--- config.mk ---
export PLATFORM = sky130hd
export DESIGN_NAME = mem_access_stage_flat
export DESIGN_NICKNAME = d
export VERILOG_FILES = /design/src/rtl/mem_access_stage_if.sv /design/src/rtl/mem_access_stage.sv /design/src/flat_wrapper.sv
export SDC_FILE = /design/constraint.sdc
export NUM_CORES = 1
export LEC_CHECK = 0
export CAP_MARGIN = 10
export CORE_MARGIN = 2
export CORE_UTILIZATION = 45
export DETAILED_ROUTE_END_ITERATION = 10
export PLACE_DENSITY = 0.86
export REMOVE_ABC_BUFFERS = 1
export SYNTH_ARGS = -nofsm -noshare
export SYNTH_HDL_FRONTEND = slang
export SYNTH_SLANG_ARGS = --single-unit
--- constraint.sdc ---
create_clock -name clk -period 2.2 [get_ports clk]
set_input_delay 0.33 -clock clk [delete_from_list [all_inputs] [get_ports clk]]
set_output_delay 0.33 -clock clk [all_outputs]
set_load 0.02 [all_outputs]
--- src/rtl/mem_access_stage_if.sv ---
// Signal bundle for the memory-access stage: EX/MEM inputs, upstream stall,
// data-memory bus and write-back outputs. The stage is the bus master, so the
// stage binds to "master" and its environment (pipeline + memory) to "slave".
interface mem_access_stage_if;
    // EX/MEM side
    logic        in_valid;
    logic        MemRead;
    logic        MemWrite;
    logic [2:0]  funct3;
    logic [31:0] ALU_result;
    logic [31:0] store_data;
    logic [4:0]  rd;
    logic        RegWrite;
    logic        MemtoReg;
    logic        stall;
    // Data-memory bus
    logic        dmem_req;
    logic        dmem_we;
    logic [31:0] dmem_addr;
    logic [31:0] dmem_wdata;
    logic [3:0]  dmem_wstrb;
    logic        dmem_ready;
    logic [31:0] dmem_rdata;
    // Write-back side
    logic        wb_valid;
    logic [31:0] read_data;
    logic [31:0] wb_ALU_result;
    logic [4:0]  wb_rd;
    logic        wb_RegWrite;
    logic        wb_MemtoReg;
    logic        misaligned;
    logic        bus_err;

    modport master (
        input  in_valid, MemRead, MemWrite, funct3, ALU_result, store_data,
               rd, RegWrite, MemtoReg, dmem_ready, dmem_rdata,
        output stall, dmem_req, dmem_we, dmem_addr, dmem_wdata, dmem_wstrb,
               wb_valid, read_data, wb_ALU_result, wb_rd, wb_RegWrite,
               wb_MemtoReg, misaligned, bus_err
    );

    modport slave (
        output in_valid, MemRead, MemWrite, funct3, ALU_result, store_data,
               rd, RegWrite, MemtoReg, dmem_ready, dmem_rdata,
        input  stall, dmem_req, dmem_we, dmem_addr, dmem_wdata, dmem_wstrb,
               wb_valid, read_data, wb_ALU_result, wb_rd, wb_RegWrite,
               wb_MemtoReg, misaligned, bus_err
    );
endinterface

--- src/rtl/mem_access_stage.sv ---
// Memory-access pipeline stage: converts loads/stores into a req/ready bus
// transaction, stalls upstream while one is outstanding, aborts on timeout,
// and presents formatted load data plus pass-through fields to write-back.
module mem_access_stage #(
    parameter int unsigned TIMEOUT_CYCLES = 16   // 0 disables the timeout
) (
    input  logic                clk,
    input  logic                rst_n,
    mem_access_stage_if.master  bus
);

    typedef enum logic {IDLE, BUSY} state_t;

    localparam int unsigned     CNT_W    = (TIMEOUT_CYCLES > 1) ? $clog2(TIMEOUT_CYCLES) : 1;
    localparam logic [CNT_W-1:0] CNT_LAST = CNT_W'((TIMEOUT_CYCLES > 0) ? TIMEOUT_CYCLES - 1 : 0);

    state_t          r_state, w_next_state;
    logic [CNT_W-1:0] r_cnt;

    // Instruction captured at accept, used while BUSY and at completion
    logic            r_is_load;
    logic [2:0]      r_funct3;
    logic [1:0]      r_off;
    logic [31:0]     r_alu;
    logic [4:0]      r_rd;
    logic            r_regwrite;
    logic            r_memtoreg;

    // Bus and write-back registers
    logic            r_dmem_req, r_dmem_we;
    logic [31:0]     r_dmem_addr, r_dmem_wdata;
    logic [3:0]      r_dmem_wstrb;
    logic            r_wb_valid, r_wb_regwrite, r_wb_memtoreg;
    logic [31:0]     r_read_data, r_wb_alu;
    logic [4:0]      r_wb_rd;
    logic            r_misaligned, r_bus_err;

    // Decode and control strobes
    logic            w_is_mem, w_legal, w_aligned, w_fault;
    logic [1:0]      w_size;
    logic            w_timeout_hit;
    logic            w_accept, w_fault_done, w_pass, w_complete, w_timeout, w_stall;
    logic [31:0]     w_wdata, w_load_data;
    logic [3:0]      w_wstrb;
    logic [7:0]      w_byte;
    logic [15:0]     w_half;

    assign w_is_mem  = bus.MemRead | bus.MemWrite;
    assign w_size    = bus.funct3[1:0];
    // Legal: 000/100 byte, 001/101 half, 010 word
    assign w_legal   = (w_size != 2'b11) && !(bus.funct3[2] && (w_size == 2'b10));
    assign w_aligned = (w_size == 2'b00) ||
                       ((w_size == 2'b01) && !bus.ALU_result[0]) ||
                       ((w_size == 2'b10) && (bus.ALU_result[1:0] == 2'b00));
    assign w_fault   = !(w_legal && w_aligned);

    assign w_timeout_hit = (TIMEOUT_CYCLES != 0) && (r_cnt == CNT_LAST);

    // Next-state and handshake control
    always_comb begin
        // NOTE: every signal gets a default first so no path leaves it unassigned (no latch).
        w_next_state = r_state;
        w_accept     = 1'b0;
        w_fault_done = 1'b0;
        w_pass       = 1'b0;
        w_complete   = 1'b0;
        w_timeout    = 1'b0;
        w_stall      = 1'b0;
        case (r_state)
            IDLE: begin
                if (bus.in_valid) begin
                    if (!w_is_mem) begin
                        w_pass = 1'b1;
                    end else if (w_fault) begin
                        w_fault_done = 1'b1;
                    end else begin
                        w_accept     = 1'b1;
                        w_stall      = 1'b1;
                        w_next_state = BUSY;
                    end
                end
            end
            BUSY: begin
                // ready on the timeout cycle takes priority over the abort
                if (bus.dmem_ready) begin
                    w_complete   = 1'b1;
                    w_next_state = IDLE;
                end else if (w_timeout_hit) begin
                    w_timeout    = 1'b1;
                    w_next_state = IDLE;
                end else begin
                    w_stall = 1'b1;
                end
            end
            default: w_next_state = IDLE;
        endcase
    end

    // Store data replication and byte strobes from size and address offset
    always_comb begin
        w_wdata = bus.store_data;
        w_wstrb = 4'b1111;
        case (w_size)
            2'b00: begin
                w_wdata = {4{bus.store_data[7:0]}};
                w_wstrb = 4'b0001 << bus.ALU_result[1:0];
            end
            2'b01: begin
                w_wdata = {2{bus.store_data[15:0]}};
                w_wstrb = 4'b0011 << bus.ALU_result[1:0];
            end
            default: ;
        endcase
    end

    // Load data selection and sign/zero extension
    always_comb begin
        w_byte = bus.dmem_rdata[8*r_off +: 8];
        w_half = r_off[1] ? bus.dmem_rdata[31:16] : bus.dmem_rdata[15:0];
        case (r_funct3)
            3'b000:  w_load_data = {{24{w_byte[7]}}, w_byte};
            3'b100:  w_load_data = {24'd0, w_byte};
            3'b001:  w_load_data = {{16{w_half[15]}}, w_half};
            3'b101:  w_load_data = {16'd0, w_half};
            default: w_load_data = bus.dmem_rdata;
        endcase
    end

    // State register
    always_ff @(posedge clk) begin
        // NOTE: sequential state uses non-blocking assignments so all registers update together.
        if (!rst_n) r_state <= IDLE;
        else        r_state <= w_next_state;
    end

    // Datapath: capture, bus request, timeout counter and write-back registers
    always_ff @(posedge clk) begin
        // NOTE: synchronous reset clears every register here, so the stage restarts clean mid-transaction.
        if (!rst_n) begin
            r_cnt         <= '0;
            r_is_load     <= 1'b0;
            r_funct3      <= 3'd0;
            r_off         <= 2'd0;
            r_alu         <= 32'd0;
            r_rd          <= 5'd0;
            r_regwrite    <= 1'b0;
            r_memtoreg    <= 1'b0;
            r_dmem_req    <= 1'b0;
            r_dmem_we     <= 1'b0;
            r_dmem_addr   <= 32'd0;
            r_dmem_wdata  <= 32'd0;
            r_dmem_wstrb  <= 4'd0;
            r_wb_valid    <= 1'b0;
            r_wb_regwrite <= 1'b0;
            r_wb_memtoreg <= 1'b0;
            r_read_data   <= 32'd0;
            r_wb_alu      <= 32'd0;
            r_wb_rd       <= 5'd0;
            r_misaligned  <= 1'b0;
            r_bus_err     <= 1'b0;
        end else begin
            r_wb_valid <= 1'b0;

            if (r_state == BUSY && !bus.dmem_ready) begin
                r_cnt <= r_cnt + 1'b1;
            end

            if (w_accept) begin
                r_cnt        <= '0;
                r_is_load    <= bus.MemRead;
                r_funct3     <= bus.funct3;
                r_off        <= bus.ALU_result[1:0];
                r_alu        <= bus.ALU_result;
                r_rd         <= bus.rd;
                r_regwrite   <= bus.RegWrite;
                r_memtoreg   <= bus.MemtoReg;
                r_dmem_req   <= 1'b1;
                r_dmem_we    <= !bus.MemRead;
                r_dmem_addr  <= {bus.ALU_result[31:2], 2'b00};
                r_dmem_wdata <= bus.MemRead ? 32'd0 : w_wdata;
                r_dmem_wstrb <= bus.MemRead ? 4'd0 : w_wstrb;
            end

            if (w_pass || w_fault_done) begin
                r_wb_valid    <= 1'b1;
                r_wb_alu      <= bus.ALU_result;
                r_wb_rd       <= bus.rd;
                r_wb_regwrite <= bus.RegWrite && !w_fault_done;
                r_wb_memtoreg <= bus.MemtoReg;
                r_read_data   <= 32'd0;
                r_misaligned  <= w_fault_done;
                r_bus_err     <= 1'b0;
            end

            if (w_complete || w_timeout) begin
                r_dmem_req    <= 1'b0;
                r_wb_valid    <= 1'b1;
                r_wb_alu      <= r_alu;
                r_wb_rd       <= r_rd;
                r_wb_regwrite <= r_regwrite && w_complete;
                r_wb_memtoreg <= r_memtoreg;
                r_read_data   <= (w_complete && r_is_load) ? w_load_data : 32'd0;
                r_misaligned  <= 1'b0;
                r_bus_err     <= w_timeout;
            end
        end
    end

    assign bus.stall         = w_stall;
    assign bus.dmem_req      = r_dmem_req;
    assign bus.dmem_we       = r_dmem_we;
    assign bus.dmem_addr     = r_dmem_addr;
    assign bus.dmem_wdata    = r_dmem_wdata;
    assign bus.dmem_wstrb    = r_dmem_wstrb;
    assign bus.wb_valid      = r_wb_valid;
    assign bus.read_data     = r_read_data;
    assign bus.wb_ALU_result = r_wb_alu;
    assign bus.wb_rd         = r_wb_rd;
    assign bus.wb_RegWrite   = r_wb_regwrite;
    assign bus.wb_MemtoReg   = r_wb_memtoreg;
    assign bus.misaligned    = r_misaligned;
    assign bus.bus_err       = r_bus_err;

endmodule

--- src/flat_wrapper.sv ---
// flat-port wrapper written by rule: the top's interface ports become plain ports
module mem_access_stage_flat 
#(
    parameter int unsigned TIMEOUT_CYCLES = 16                            
)
  (clk, rst_n, bus_in_valid, bus_MemRead, bus_MemWrite, bus_funct3, bus_ALU_result, bus_store_data, bus_rd, bus_RegWrite, bus_MemtoReg, bus_dmem_ready, bus_dmem_rdata, bus_stall, bus_dmem_req, bus_dmem_we, bus_dmem_addr, bus_dmem_wdata, bus_dmem_wstrb, bus_wb_valid, bus_read_data, bus_wb_ALU_result, bus_wb_rd, bus_wb_RegWrite, bus_wb_MemtoReg, bus_misaligned, bus_bus_err);
  mem_access_stage_if bus_i ();
  input  logic clk;
  input  logic rst_n;
  input wire logic [$bits(bus_i.in_valid)-1:0] bus_in_valid;
  input wire logic [$bits(bus_i.MemRead)-1:0] bus_MemRead;
  input wire logic [$bits(bus_i.MemWrite)-1:0] bus_MemWrite;
  input wire logic [$bits(bus_i.funct3)-1:0] bus_funct3;
  input wire logic [$bits(bus_i.ALU_result)-1:0] bus_ALU_result;
  input wire logic [$bits(bus_i.store_data)-1:0] bus_store_data;
  input wire logic [$bits(bus_i.rd)-1:0] bus_rd;
  input wire logic [$bits(bus_i.RegWrite)-1:0] bus_RegWrite;
  input wire logic [$bits(bus_i.MemtoReg)-1:0] bus_MemtoReg;
  input wire logic [$bits(bus_i.dmem_ready)-1:0] bus_dmem_ready;
  input wire logic [$bits(bus_i.dmem_rdata)-1:0] bus_dmem_rdata;
  output wire logic [$bits(bus_i.stall)-1:0] bus_stall;
  output wire logic [$bits(bus_i.dmem_req)-1:0] bus_dmem_req;
  output wire logic [$bits(bus_i.dmem_we)-1:0] bus_dmem_we;
  output wire logic [$bits(bus_i.dmem_addr)-1:0] bus_dmem_addr;
  output wire logic [$bits(bus_i.dmem_wdata)-1:0] bus_dmem_wdata;
  output wire logic [$bits(bus_i.dmem_wstrb)-1:0] bus_dmem_wstrb;
  output wire logic [$bits(bus_i.wb_valid)-1:0] bus_wb_valid;
  output wire logic [$bits(bus_i.read_data)-1:0] bus_read_data;
  output wire logic [$bits(bus_i.wb_ALU_result)-1:0] bus_wb_ALU_result;
  output wire logic [$bits(bus_i.wb_rd)-1:0] bus_wb_rd;
  output wire logic [$bits(bus_i.wb_RegWrite)-1:0] bus_wb_RegWrite;
  output wire logic [$bits(bus_i.wb_MemtoReg)-1:0] bus_wb_MemtoReg;
  output wire logic [$bits(bus_i.misaligned)-1:0] bus_misaligned;
  output wire logic [$bits(bus_i.bus_err)-1:0] bus_bus_err;
  assign bus_i.in_valid = bus_in_valid;
  assign bus_i.MemRead = bus_MemRead;
  assign bus_i.MemWrite = bus_MemWrite;
  assign bus_i.funct3 = bus_funct3;
  assign bus_i.ALU_result = bus_ALU_result;
  assign bus_i.store_data = bus_store_data;
  assign bus_i.rd = bus_rd;
  assign bus_i.RegWrite = bus_RegWrite;
  assign bus_i.MemtoReg = bus_MemtoReg;
  assign bus_i.dmem_ready = bus_dmem_ready;
  assign bus_i.dmem_rdata = bus_dmem_rdata;
  assign bus_stall = bus_i.stall;
  assign bus_dmem_req = bus_i.dmem_req;
  assign bus_dmem_we = bus_i.dmem_we;
  assign bus_dmem_addr = bus_i.dmem_addr;
  assign bus_dmem_wdata = bus_i.dmem_wdata;
  assign bus_dmem_wstrb = bus_i.dmem_wstrb;
  assign bus_wb_valid = bus_i.wb_valid;
  assign bus_read_data = bus_i.read_data;
  assign bus_wb_ALU_result = bus_i.wb_ALU_result;
  assign bus_wb_rd = bus_i.wb_rd;
  assign bus_wb_RegWrite = bus_i.wb_RegWrite;
  assign bus_wb_MemtoReg = bus_i.wb_MemtoReg;
  assign bus_misaligned = bus_i.misaligned;
  assign bus_bus_err = bus_i.bus_err;
  mem_access_stage #(.TIMEOUT_CYCLES(TIMEOUT_CYCLES)) u_core (.clk(clk), .rst_n(rst_n), .bus(bus_i));
endmodule
==> impl_summary.txt, run 1 <==
----------------------------------------------------
[Layout]
  Fraction of final layout cells sized beyond drive strength 1 ... roughly 10%
  Sequential cell area in the final layout ... between 3000 and 4000 µm²
  Area Growth Syn to Fin ... 49.6%
  Ant diodes ... 0
  Final core utilization ... between 60% and 70%
  Area taken by multi-input logic gates ... 3410 µm²
  Number of nets in the final layout ... roughly 1100
  Number of filler instances in the final layout ... roughly 1200

[Timing]
  Max Clock Freq ... ~470 MHz
  Worst slew margin ... between 20% and 30%
  Final setup fails ... 0
  Hold Violations, Final ... 0
  Max Transition Viols Final ... 0
  Final setup slack of the worst path ... 77.9 ps
  Worst-Margin Slew ... between 1000 and 1500 ps
  Smallest hold slack ... ~340 ps
  Unrepaired setup endpoints after global routing ... false
  Fin Clk Skew ... roughly 9.9 ps
  Final worst path period share ... 96.5%
  Final critical path time including I/O delays and setup ... 2120 ps

[Synthesis]
  Post-synthesis sequential area ratio ... between 40 and 50%
  Synth top area share ... a little under half
  Largest family of logic cells by synthesized area ... compound AO/OA/AOI/OAI gates
  Post-Syn Area per Cell ... between 8 and 9 µm²
  Post-synth cell types ... 59
  Number of enable-type register cells in the synthesized netlist ... 0
  Yosys warns ... 0
  Async set-reset flop share out of synthesis ... 0%
  Top post-synthesis cells by count ... dfxtp_1, nand2_1, clkbuf_1, a21oi_1, nand3_1
  Synthesis-stage register bit count ... between 150 and 200
  Leading area contributor after synthesis ... dfxtp_1
  Simple-gate portion of the synthesized area ... between 10% and 20%
  Gate count after technology mapping ... approximately 800
  Xor-xnor portion of the synthesized cell area ... less than 1%
  Most area-consuming cells after synthesis ... dfxtp_1, nand2_1, a311oi_1
  Top-count cell post-synth ... dfxtp_1
  Proportion of synthesized area in mux cells ... under 10%
  Main flop type after synthesis ... dfxtp_1
  Share of the synthesized area in compound gates (AO/OA/AOI/OAI) ... between 20% and 30%
  Adder and majority gate portion of the synthesized area ... less than 1%
  Syn Std Cell Area ... 7100 µm²

[Run status]
  Result of the run ... completed

[Worst setup path]
  Data required, critical path ... about 1900 ps
  WP data arrival ... about 1800 ps
  Worst path buffer plus inverter count ... 2
  Crit path largest cell delay ... 550 ps
  Kind of cell adding the most delay to the critical path ... simple AND/OR/NAND/NOR gates
  Type of element launching the critical path ... input pin
  Crit end category ... primary output
  Type of the worst setup path ... in -> out
  Register-to-register setup slack ... approximately 240 ps
  Peak fanout along the critical path ... 2
  Cell with the largest stage delay on the worst path ... or4_4
  Ordered cell list for the critical path ... dlygate4sd2_1 -> or4_4 -> a211o_1 -> o31ai_4 -> buf_6

[Power and ir drop]
  Leak Pwr ... a little under 4 nW
  Worst IR Drop VDD ... between 0.5 and 0.6 mV
  Areal power density over the cells ... about 720 nW/µm²

[Global routing]
  Largest net degree at the start of global routing ... 67
  Vias in the first global route ... just under 7000
  Aggregate global routing overflow ... 0
  Overall Global Routing Usage ... a little over a quarter
  Global-route wire length before repair ... approximately 35000 µm
  Number of antenna violations at the first check in global routing ... 0

[Placement]
  Worst slack after detailed placement ... -612 ps
  Routability cong. ... roughly 0.83
  Post-detail-place hpwl ... 15300 µm
  Buffers on Ports ... 254

[Routing]
  Antenna violation net count after detailed routing ... 0
  First-pass iteration count of the detailed router ... 5
  Remaining routing DRC violations ... 0
  First DRT Iteration DRCs ... 506
  Average vias per placed instance ... ~5.7
  Overall routed net length ... 22500 µm
  Routed vias ... approximately 7100
  Post-DR wirelength/cell ... roughly 18 µm

[Clocking]
  Clk slew on worst S/H paths ... 60 ps
  CTS tree ... built
  Maximum level of the CTS H-tree ... 4
  Clock buffer depth ... 2
  Post-CTS setup-driven buffer insertion count ... 0
  CTS sink count ... 160
  Clock buffers created by TritonCTS ... 17
  Clk_lat worst skew ... approximately 430 ps
  Hold Buf Count CTS ... 0
  CTS root buf ... clkbuf_16

[Die]
  Number of placement rows ... 45
  Die outline area ... ~17000 µm²
  Vertical die dimension ... approximately 130 µm
  Starting density of the core ... a little under half
  Horizontal die dimension ... roughly 130 µm
  IO Pins ... roughly 260
  Core Box Area ... 15300 µm²

[Hold path]
  Hold WC Path Type ... in -> reg

[Job]
  Max-cap viol count ... 0

----------------------------------------------------
[placed cells by master, fill, tap and decap left out, types with 17 or more instances in the layout]
cell type,Yosys,layout
nor3_1,38,38
o2bb2ai_1,34,34
a311oi_1,36,36
clkbuf_16,0,17
o21ai_0,18,18
a21oi_1,52,52
dfxtp_1,160,159
nor2_1,17,17
nand2b_1,17,17
nand2_1,138,138
clkdlybuf4s50_1,0,249
buf_4,32,49
nand3_1,39,39
mux2i_1,27,27
a22o_1,18,18
[through the flow]
stage	power [mW]	instances	TNS [ps]	cell area, µm²
floorplan	3.77	701	-108550	6580
global placement	4.54	1224	-32590	9970
detailed placement	4.56	1224	-37880	9970
CTS	7.70	1255	0	10600
global route	7.96	1256	0	10600
finish	7.70	1256	0	10600
[layer usage]
layer  share of wire [%]  GRT usage, %
met4                 3.7          13.8
met2                  48          43.9
met5                   0             0
met1                  41          32.4
met3                 6.9          6.32
[power breakdown]
group / internal [mW] / leakage, nW / total, mW / switching, mW
Combinational: 0.678 / 2.32 / 1.40 / 0.720
Clock: 2.01 / 0.293 / 3.18 / 1.18
Sequential: 3.03 / 1.30 / 3.11 / 0.0822
Total: 5.72 / 3.92 / 7.70 / 1.98
[final cells by class]
type                       instances  share of cell area, %
clock buffer                      21                   4.15
clock inverter                    10                   1.76
inverter                           5                  0.177
multi-input combinational        536                   32.1
sequential                       160                   30.2
tap                              211                   2.49
timing repair buffer             313                   29.2
[state kept, by name (all words and copies together), names as in the netlist, 3 cells and up]
register / flops
u_core.r_alu: 32
u_core.r_funct3: 3
u_core.r_rd: 5
u_core.bus.dmem_wdata: 32
u_core.r_cnt: 4
u_core.bus.wb_rd: 5
u_core.bus.dmem_wstrb: 4
u_core.bus.read_data: 32
u_core.bus.wb_ALU_result: 32
[timing repair]
item,in CTS,in global routing
setup endpoints to repair,1,1
hold endpoints to repair,0,0
pin swaps,2,2
gates resized for setup,9,4
[worst min-delay path: stages]
cell and delay [ps]:
dlymetal6s2s_1 130, buf_4 150, nand2_1 50, a21oi_1 50
[path summary, 6_finish.rpt]
check	startpoint	to	cells past startpoint
worst max-delay path	bus_funct3[0]	bus_stall	5
worst min-delay path	bus_funct3[2]	u_core.r_funct3[2]$_SDFFE_PN0P_	4
worst max register to register	u_core.r_state$_SDFF_PN0_	u_core.bus.read_data[6]$_SDFFE_PN0P_	4
worst min register to register	u_core.r_rd[2]$_SDFFE_PN0P_	u_core.r_rd[2]$_SDFFE_PN0P_	2
[cell families after synthesis]
family / after synthesis
xor+xnor: 3
mux: 31
flops: 160
compound gates: 218
other cells: 1
simple gates: 281
buf+inv: 108
fa+ha+maj: 1
No activity file was read; power rests on OpenSTA's default activity.
==> run 2: changes to the inputs <==
--- a/config.mk
+++ b/config.mk
@@ -9,8 +9,8 @@
 export CORE_MARGIN = 2
 export CORE_UTILIZATION = 45
 export DETAILED_ROUTE_END_ITERATION = 10
+export GPL_ROUTABILITY_DRIVEN = 0
 export PLACE_DENSITY = 0.86
-export REMOVE_ABC_BUFFERS = 1
 export SYNTH_ARGS = -nofsm -noshare
 export SYNTH_HDL_FRONTEND = slang
 export SYNTH_SLANG_ARGS = --single-unit
==> run 2 against run 1 <==
Against the previous run: register-to-register slack hardly changed; routed wire length is 1.1% lower; sequential share of layout area is 0.24 points higher; global-route usage is 0.78 points lower; power is 2.9% lower; cell count is 0.32% lower; first-iteration DRC count is 4.7% lower; worst setup slack worse by 24 ps; via count is 0.39% lower; critical path type unchanged; highest routed layer is now met5.
==> impl_summary.txt, run 2 (synthesis gave the netlist of run 1 again) <==
----------------------------------------------------
[Timing]
  Max Clock Freq ... 466 MHz (-1.1%)
  Worst-Margin Slew ... 1060 ps (-56.4 ps)
  Hold Violations, Final ... 0 (unchanged)
  Post-route setup TNS ... 0 ps (unchanged)
  Final setup slack of the worst path ... 53.9 ps (-24.0 ps)
  Unrepaired setup endpoints after global routing ... false
  Max Transition Viols Final ... 0 (unchanged)
  Fin Clk Skew ... 8.70 ps (-1.24 ps)
  Final worst path period share ... 97.6% (+1.1 points)
  Final critical path time including I/O delays and setup ... 2150 ps (+24.0 ps)
  Worst slew margin ... 28.1% (+2.9 points)
  Final setup fails ... 0 (unchanged)

[Worst setup path]
  WP data arrival ... 1820 ps (+30 ps)
  Ordered cell list for the critical path ... clkdlybuf4s50_1 -> or4_4 -> a211o_4 -> o31ai_4 -> buf_6
  Peak fanout along the critical path ... 2 (unchanged)
  Type of element launching the critical path ... input pin
  Register-to-register setup slack ... 240 ps (about the same)
  Cell with the largest stage delay on the worst path ... or4_4
  Kind of cell adding the most delay to the critical path ... buffers and inverters
  Worst path buffer plus inverter count ... 2 (unchanged)
  Crit path largest cell delay ... 440 ps (-110 ps)
  Crit end category ... primary output
  Data required, critical path ... 1870 ps (about the same)
  Type of the worst setup path ... in -> out

[Global routing]
  Number of antenna violations at the first check in global routing ... 1 (+1)
  Global-route wire length before repair ... 34600 µm (-2.2%)
  Overall Global Routing Usage ... 25.8% (-0.78 points)
  Largest net degree at the start of global routing ... 45 (-33%)
  Aggregate global routing overflow ... 0 (unchanged)
  Vias in the first global route ... 6775 (-2.6%)

[Routing]
  Remaining routing DRC violations ... 0 (unchanged)
  Overall routed net length ... 22200 µm (-1.1%)
  Post-DR wirelength/cell ... 17.8 µm (-0.81%)
  Average vias per placed instance ... 5.65 (about the same)
  Routed vias ... 7073 (-0.39%)
  First DRT Iteration DRCs ... 482 (-4.7%)
  Antenna violation net count after detailed routing ... 0 (unchanged)
  First-pass iteration count of the detailed router ... 5 (unchanged)

[Clocking]
  Maximum level of the CTS H-tree ... 4 (unchanged)
  Post-CTS setup-driven buffer insertion count ... 0 (unchanged)
  Clock buffers created by TritonCTS ... 17 (unchanged)
  Clk slew on worst S/H paths ... 60 ps (about the same)
  CTS sink count ... 160 (unchanged)
  Clock buffer depth ... 2 (unchanged)
  CTS root buf ... clkbuf_16
  CTS tree ... built
  Clk_lat worst skew ... 410 ps (-20 ps)

[Power and ir drop]
  Switching component of the power ... 1.95 mW (-1.7%)
  Switching Fraction ... 26.0% (+0.31 points)
  Proportion of power drawn by flip-flops and latches ... 41.6% (+1.1 points)
  Share of total power in combinational logic ... 18.4% (+0.2 points)
  Areal power density over the cells ... 710 nW/µm² (-2.1%)
  Total chip power ... 7.48 mW (-2.9%)
  Relative contribution of the clock network to total power ... 40.0% (-1.4 points)
  Int Pwr ... 5.53 mW (-3.3%)
  Worst IR Drop VDD ... 0.552 mV (-2.8%)
  Leak Pwr ... 3.87 nW (-1.3%)

[Layout]
  Area Growth Syn to Fin ... 48.4%
  Number of filler instances in the final layout ... 1224 (+5.4%)
  Area taken by multi-input logic gates ... 3410 µm² (unchanged)
  Fraction of final layout cells sized beyond drive strength 1 ... 9.89% (-0.15 points)
  Final Cell Area ... 10500 µm² (-0.79%)
  Sequential cell area in the final layout ... 3200 µm² (unchanged)
  Number of standard cells in the final layout excluding fillers ... 1252 (-0.32%)
  Ant diodes ... 0 (unchanged)
  Most common cell after layout, fill and taps aside ... clkdlybuf4s50_1
  Most used cells in the layout excluding fill and tap cells ... clkdlybuf4s50_1, dfxtp_1, nand2_1
  Number of nets in the final layout ... 1141 (-0.44%)

[Die]
  Starting density of the core ... 46.3% (unchanged)
  Core Box Area ... 15300 µm² (unchanged)
  Number of placement rows ... 45 (unchanged)
  Die outline area ... 16800 µm² (unchanged)
  Horizontal die dimension ... 130 µm (unchanged)
  IO Pins ... 257 (unchanged)
  Vertical die dimension ... 130 µm (unchanged)

[Placement]
  Area after DPL ... 9910 µm² (-0.64%)
  Inst Count DP ... 1220 (-0.33%)
  Buffers on Ports ... 254 (unchanged)
  Post-detail-place hpwl ... 15400 µm (about the same)
  Worst slack after detailed placement ... -586 ps (+25.5 ps)

[Job]
  Max-cap viol count ... 0 (unchanged)

[Run status]
  Result of the run ... completed

[Hold path]
  Hold WC Path Type ... in -> reg

----------------------------------------------------
-- run 2: cell count changes in the layout (fill, tap and decap cells not counted), moves of 2 or more --
cell | previous run | this run
clkbuf_8 | 0 | 5
bufinv_16 | 5 | 2
buf_12 | 9 | 7
buf_4 | 49 | 47
-- run 2: stage by stage --
stage,util [%],hold slack [ps]
6_report,68.8,362
5_1_grt,68.8,374
4_1_cts,68.6,455
3_5_place_dp,64.7,441
3_3_place_gp,64.7,437
2_1_floorplan,-,437
-- run 2: worst paths after layout --
kind | cells past startpoint | to | startpoint
worst max-delay path | 5 | bus_stall | bus_ALU_result[1]
worst min-delay path | 4 | u_core.r_funct3[2]$_SDFFE_PN0P_ | bus_funct3[2]
worst max register to register | 4 | u_core.bus.read_data[11]$_SDFFE_PN0P_ | u_core.r_alu[1]$_SDFFE_PN0P_
worst min register to register | 1 | u_core.bus.dmem_we$_SDFFE_PN0P_ | u_core.bus.dmem_we$_SDFFE_PN0P_
-- run 2: layout make-up --
cell class              count  area share, %
clock buffers              25           4.80
clock inverters             7          0.950
inverters                   5          0.178
multi-input cells         536           32.3
flip-flops and latches    160           30.4
well taps                 211           2.51
repair buffers            308           28.8
-- run 2: timing repair --
item	4_1_cts	5_1_grt
gates resized for setup	10	4
pin swaps	2	2
endpoints found under the setup margin	1	1
hold buffers	0	0
-- run 2: worst reg2reg max path, stage by stage (launching register included) --
cell and delay [ps]:
dfxtp_1 340, mux4_2 360, nor4b_1 860, a221oi_1 120, o2bb2ai_1 210
-- run 2: routing by layer --
metal  vias to the layer above  global-route usage [%]  share of wire (%)
li1                       3353                       -                  -
met1                      3364                    32.2                 42
met2                       294                    42.8                 48
met3                        60                    6.44                6.3
met4                         2                    10.7                3.4
met5                         -                       0              0.058
-- run 2: power groups by stage --
| stage | Clock, mW | Combinational, mW | Sequential, mW |
|---|---|---|---|
| finish | 2.99 | 1.38 | 3.11 |
| global route | 3.15 | 1.48 | 3.13 |
| CTS | 3.02 | 1.37 | 3.11 |
| detailed placement | 0 | 1.37 | 3.17 |
| global placement | 0 | 1.35 | 3.17 |
| floorplan | 0 | 0.579 | 3.28 |
